## src/rtl/latch_strobe_tx.sv

```systemverilog
// latch_strobe_tx: drives d/g/clr for a downstream transparent latch with setup, gate and hold phasing.
// Words arrive over valid/ready; clear requests are queued and serviced only from IDLE.
module latch_strobe_tx #(
    parameter int WIDTH = 8,
    parameter int SETUP = 2,
    parameter int PULSE = 3,
    parameter int HOLD  = 1
) (
    input  logic             clk,
    input  logic             rst,
    input  logic [WIDTH-1:0] in_data,
    input  logic             in_valid,
    output logic             in_ready,
    input  logic             clr_req,
    output logic [WIDTH-1:0] d,
    output logic             g,
    output logic             clr,
    output logic             busy
);
    localparam int MAXC = (SETUP > PULSE) ? ((SETUP > HOLD) ? SETUP : HOLD) : ((PULSE > HOLD) ? PULSE : HOLD);
    localparam int CW = (MAXC > 1) ? $clog2(MAXC) : 1;

    typedef enum logic [2:0] {S_IDLE, S_SETUP, S_GATE, S_HOLD, S_CLEAR} state_t;

    state_t state_q, state_d;
    logic [CW-1:0] cnt_q, cnt_d;
    logic [WIDTH-1:0] d_q, d_d;
    logic g_q, g_d, clr_q, clr_d, clr_pend_q, clr_pend_d;

    always_comb begin
        state_d = state_q;
        cnt_d = cnt_q;
        d_d = d_q;
        clr_pend_d = clr_pend_q | clr_req;
        case (state_q)
            S_IDLE:
                if (clr_pend_q || clr_req) begin
                    state_d = S_CLEAR;
                    cnt_d = CW'(PULSE - 1);
                    clr_pend_d = 1'b0;
                end else if (in_valid) begin
                    state_d = S_SETUP;
                    cnt_d = CW'(SETUP - 1);
                    d_d = in_data;
                end
            S_SETUP:
                if (cnt_q == '0) begin
                    state_d = S_GATE;
                    cnt_d = CW'(PULSE - 1);
                end else cnt_d = cnt_q - 1'b1;
            S_GATE:
                if (cnt_q == '0) begin
                    state_d = S_HOLD;
                    cnt_d = CW'(HOLD - 1);
                end else cnt_d = cnt_q - 1'b1;
            S_HOLD, S_CLEAR:
                if (cnt_q == '0) state_d = S_IDLE;
                else cnt_d = cnt_q - 1'b1;
            default: state_d = S_IDLE;
        endcase
        // Strobes are registered copies of the next state, so g and clr can never overlap.
        g_d = state_d == S_GATE;
        clr_d = state_d == S_CLEAR;
    end

    always_ff @(posedge clk or posedge rst) begin
        if (rst) begin
            state_q <= S_IDLE;
            cnt_q <= '0;
            d_q <= '0;
            g_q <= 1'b0;
            clr_q <= 1'b0;
            clr_pend_q <= 1'b0;
        end else begin
            state_q <= state_d;
            cnt_q <= cnt_d;
            d_q <= d_d;
            g_q <= g_d;
            clr_q <= clr_d;
            clr_pend_q <= clr_pend_d;
        end
    end

    assign in_ready = (state_q == S_IDLE) && !clr_pend_q && !clr_req && !rst;
    assign d = d_q;
    assign g = g_q;
    assign clr = clr_q;
    assign busy = state_q != S_IDLE;
endmodule

```

## config.mk

```make
export PLATFORM = sky130hd
export DESIGN_NAME = latch_strobe_tx
export DESIGN_NICKNAME = d
export VERILOG_FILES = /design/src/rtl/latch_strobe_tx.sv
export SDC_FILE = /design/constraint.sdc
export NUM_CORES = 1
export LEC_CHECK = 0
export BUFFER_PORTS_ARGS = -buffer_cell sky130_fd_sc_hd__clkbuf_2
export CORE_MARGIN = 2
export CORE_UTILIZATION = 49
export DETAILED_ROUTE_END_ITERATION = 16
export GPL_TIMING_DRIVEN = 0
export HOLD_SLACK_MARGIN = 0.03
export PLACE_DENSITY = 0.76
export SLEW_MARGIN = 15
export SYNTH_ARGS = -nofsm -noshare
export SYNTH_HDL_FRONTEND = slang
export SYNTH_SLANG_ARGS = --single-unit
export TNS_END_PERCENT = 5
```

## constraint.sdc

```tcl
create_clock -name clk -period 1.8 [get_ports clk]
set_input_delay 0.27 -clock clk [delete_from_list [all_inputs] [get_ports clk]]
set_output_delay 0.27 -clock clk [all_outputs]
set_load 0.05 [all_outputs]
```

==> summary.txt <==
Crit path top cell by count = buf_6
ys flop type = dfrtp_1
TritonRoute pass-1 iters = 3
Synth cell types = 28
most common cell in the netlist = dfrtp_1
maxcap violations = 0
CP Depth = 5
Largest stage delay, worst path = 0.38 ns
Critical Path RT = 1.53 ns
worst vdd ir = 0.000968 V
number of synthesized flops with an enable pin = 0
endpoints failing setup = 0
Pwr Density = 1880 mW/mm^2
Setup crit start = state_q[0]
Final GP Congestion = 0.827
fin cells = 117
Syn. warnings = 0
largest net degree at the start of global routing = 17
syn_area_per_cell = 11.1 sq um
register area share after synthesis = 48.1%
Min-Delay Path Class = in -> async
first-pass GRT wire length = 2500 um
synth top area cells = dfrtp_1, mux2_2, ha_1, a21oi_1, inv_1
total global routing overflow = 0
max_slew headroom = 60.1%
die area = 0.00204 sq mm
post-synthesis register bit count = 16
Root Driver = clkbuf_4
TritonCTS clock tree = built
launching point of the worst reg2reg path = cnt_q[0]
DR vias/cell = 5.45
CP endpoint kind = output port
Detailed Route Iter0 Violations = 4
I/O Buffers = 23
clk_lat worst skew = 0.29 ns
num rows = 14
Die Width = 45.2 um
Cell Area, Synth = 832 sq um
Place WS = 0.0683 ns
CP cell instances = buf_6, nor3_4, nand2_1, nor2_1, buf_6
buffers and inverters on the worst path = 2
ANT cells = 0
share of the synthesized area in the top cell type = 48.1%
Slew @ Worst Pin = 0.598 ns
Syn-to-layout area delta = 20.9%
layer carrying the most global-route usage = met2
Leakage Power = 0.000479 uW
Slew Limit Fails = 0
startpoint types = flop
Worst R2R End = cnt_q[0]
wire per inst = 12.8 um
vias = 638
clk_skew = 0.00461 ns
Initial Utilization = 54.0%
post-synthesis async set-or-reset flop share = 100%
clk buf depth = 2
Post-synth top cells = dfrtp_1, mux2_2, a21oi_1
clock-pin slew on the worst setup and hold paths = 0.09 ns
Layout Nets = 117
proportion of layout cells with a drive suffix above 1 = 43.6%
vias in the first global route = 617
Worst Path Arrival = 1.46 ns
Worst Reg-to-Reg Cells = 5
f_max = 577 MHz
Core Area = 0.00154 sq mm
initial antenna violation count = 0
placed cells = 114
CP max stage cell = dfrtp_1
CTS Hold Buffers Added = 0
number of CTS-inserted buffers = 3
post-route ant nets = 0
final hold vios = 0
overall routing resource usage = 17.3%
critical path's top delay family = simple AND/OR/NAND/NOR gates
met1 usage in global routing = 21.2%
Critical Path End = in_ready
drt drc = 0
Die Span Y = 45.2 um
Worst Path Class, Setup = reg -> out
GRT met3 Usage = 7.60%
final setup TNS = 0 ns
Num Clock Sinks = 16
met2 Track Usage GR = 27.7%
flop2flop setup slack = 0.16 ns
Final period util = 96.2%
Worst Path Max Fanout = 7
post-synthesis instance total = 75
RSZ-0062 raised after global routing = yes
Worst Setup Slack, final = 0.0675 ns
Final min period = 1.73 ns
setup repair bufs after CTS = 0
H-tree levels = 1
syn nets = 90
post-DP HPWL = 1150 um
status = completed
I/O Pins = 24
Synth area leader = dfrtp_1
WL final = 1500 um
cells by family after synthesis:
logic type / after synthesis / share of synthesized area, %
AND/OR/NAND/NOR: 21 / 15.3
buffers and inverters: 10 / 6.46
multiplexers: 10 / 13.4
adder cells (fa/ha/maj): 3 / 4.51
flip-flops: 16 / 48.1
AO/OA/AOI/OAI: 14 / 11.1
XOR/XNOR: 1 / 1.05
metal layers:
layer  up-vias  share of wire (%)
met5         -                  0
met4         0                  0
met3         0                5.3
met2        19                 49
met1       298                 46
li1        321                  -
worst register-to-register path: cells and delay by family (launching register included):
family                     cells  cell delay [ns]
AOI/OAI and AO/OA              2             0.34
adders and majority gates      1             0.30
buffers and inverters          1             0.10
DFF                            1             0.43
muxes                          1             0.37
where the power goes:
group / internal, uW / total (uW) / switching [uW] / leakage, uW
Clock: 123 / 237 / 113 / 0.0000210
Sequential: 509 / 609 / 100 / 0.000195
Combinational: 351 / 1050 / 694 / 0.000263
sequential cells by signal, indices dropped and copies added, names as in the netlist:
signal and cells:
clr 1, d 8, cnt_q 2, state_q 3, clr_pend_q 1, g 1
cells in the final DEF, fill, tap and decap left out:
| cell type | synthesis | layout |
|---|---|---|
| clkbuf_2 | 0 | 22 |
| dfrtp_1 | 16 | 16 |
| mux2_2 | 9 | 9 |
| a21oi_1 | 7 | 7 |
| inv_1 | 5 | 5 |
| nand2_1 | 4 | 4 |
| nor2_1 | 4 | 4 |
| nor3_1 | 3 | 3 |
| ha_1 | 3 | 3 |
| clkbuf_4 | 0 | 3 |
| buf_4 | 2 | 2 |
| buf_6 | 1 | 2 |
| o21ai_0 | 2 | 2 |
| nand3b_1 | 2 | 2 |
| a2111oi_0 | 2 | 2 |
| buf_2 | 1 | 1 |
| nand4b_1 | 1 | 1 |
| o31ai_1 | 1 | 1 |
| nor3_4 | 1 | 1 |
| xnor2_1 | 1 | 1 |
| o221ai_2 | 1 | 1 |
| nand3_2 | 1 | 1 |
| or3b_1 | 1 | 1 |
| a211oi_1 | 1 | 1 |
| mux2i_1 | 1 | 1 |
| nand3_1 | 1 | 1 |
| nand2b_1 | 1 | 1 |
| or2_2 | 1 | 1 |
| or3_1 | 1 | 1 |
| clkbuf_8 | 0 | 1 |
repair_timing:
item | CTS | global route
setup endpoints to repair | 1 | 2
gates resized for setup | 1 | 2
hold endpoints to repair | 0 | 0
layout make-up:
cell class / instances / area [sq um]
multi-input combinational: 49 / 378
clock buffer: 4 / 36.3
tap: 16 / 20.0
inverter: 5 / 18.8
sequential: 16 / 400
buffer: 4 / 31.3
fill: 133 / 536
timing repair buffer: 23 / 121
worst min path at each step:
stage,from,to,slack [ns],cells past startpoint
global placement,rst,clr_pend_q,0.35,2
detailed placement,rst,state_q[2],0.37,2
global route,rst,cnt_q[0],0.09,2
finish,rst,d[4],0.03,2
CTS,rst,clr_pend_q,0.05,2
floorplan,rst,clr,0.18,1
metrics by stage:
step	cell area (sq um)	total power, uW	hold slack (ns)	utilization [%]
6_report	1010	1890	0.0258	65.3
5_1_grt	1010	2020	0.0920	65.3
3_5_place_dp	967	1670	0.368	62.7
4_1_cts	1010	1910	0.0482	65.3
3_3_place_gp	967	1640	0.353	62.7
2_1_floorplan	832	1440	0.184	-
No activity file was read; power rests on OpenSTA's default activity.
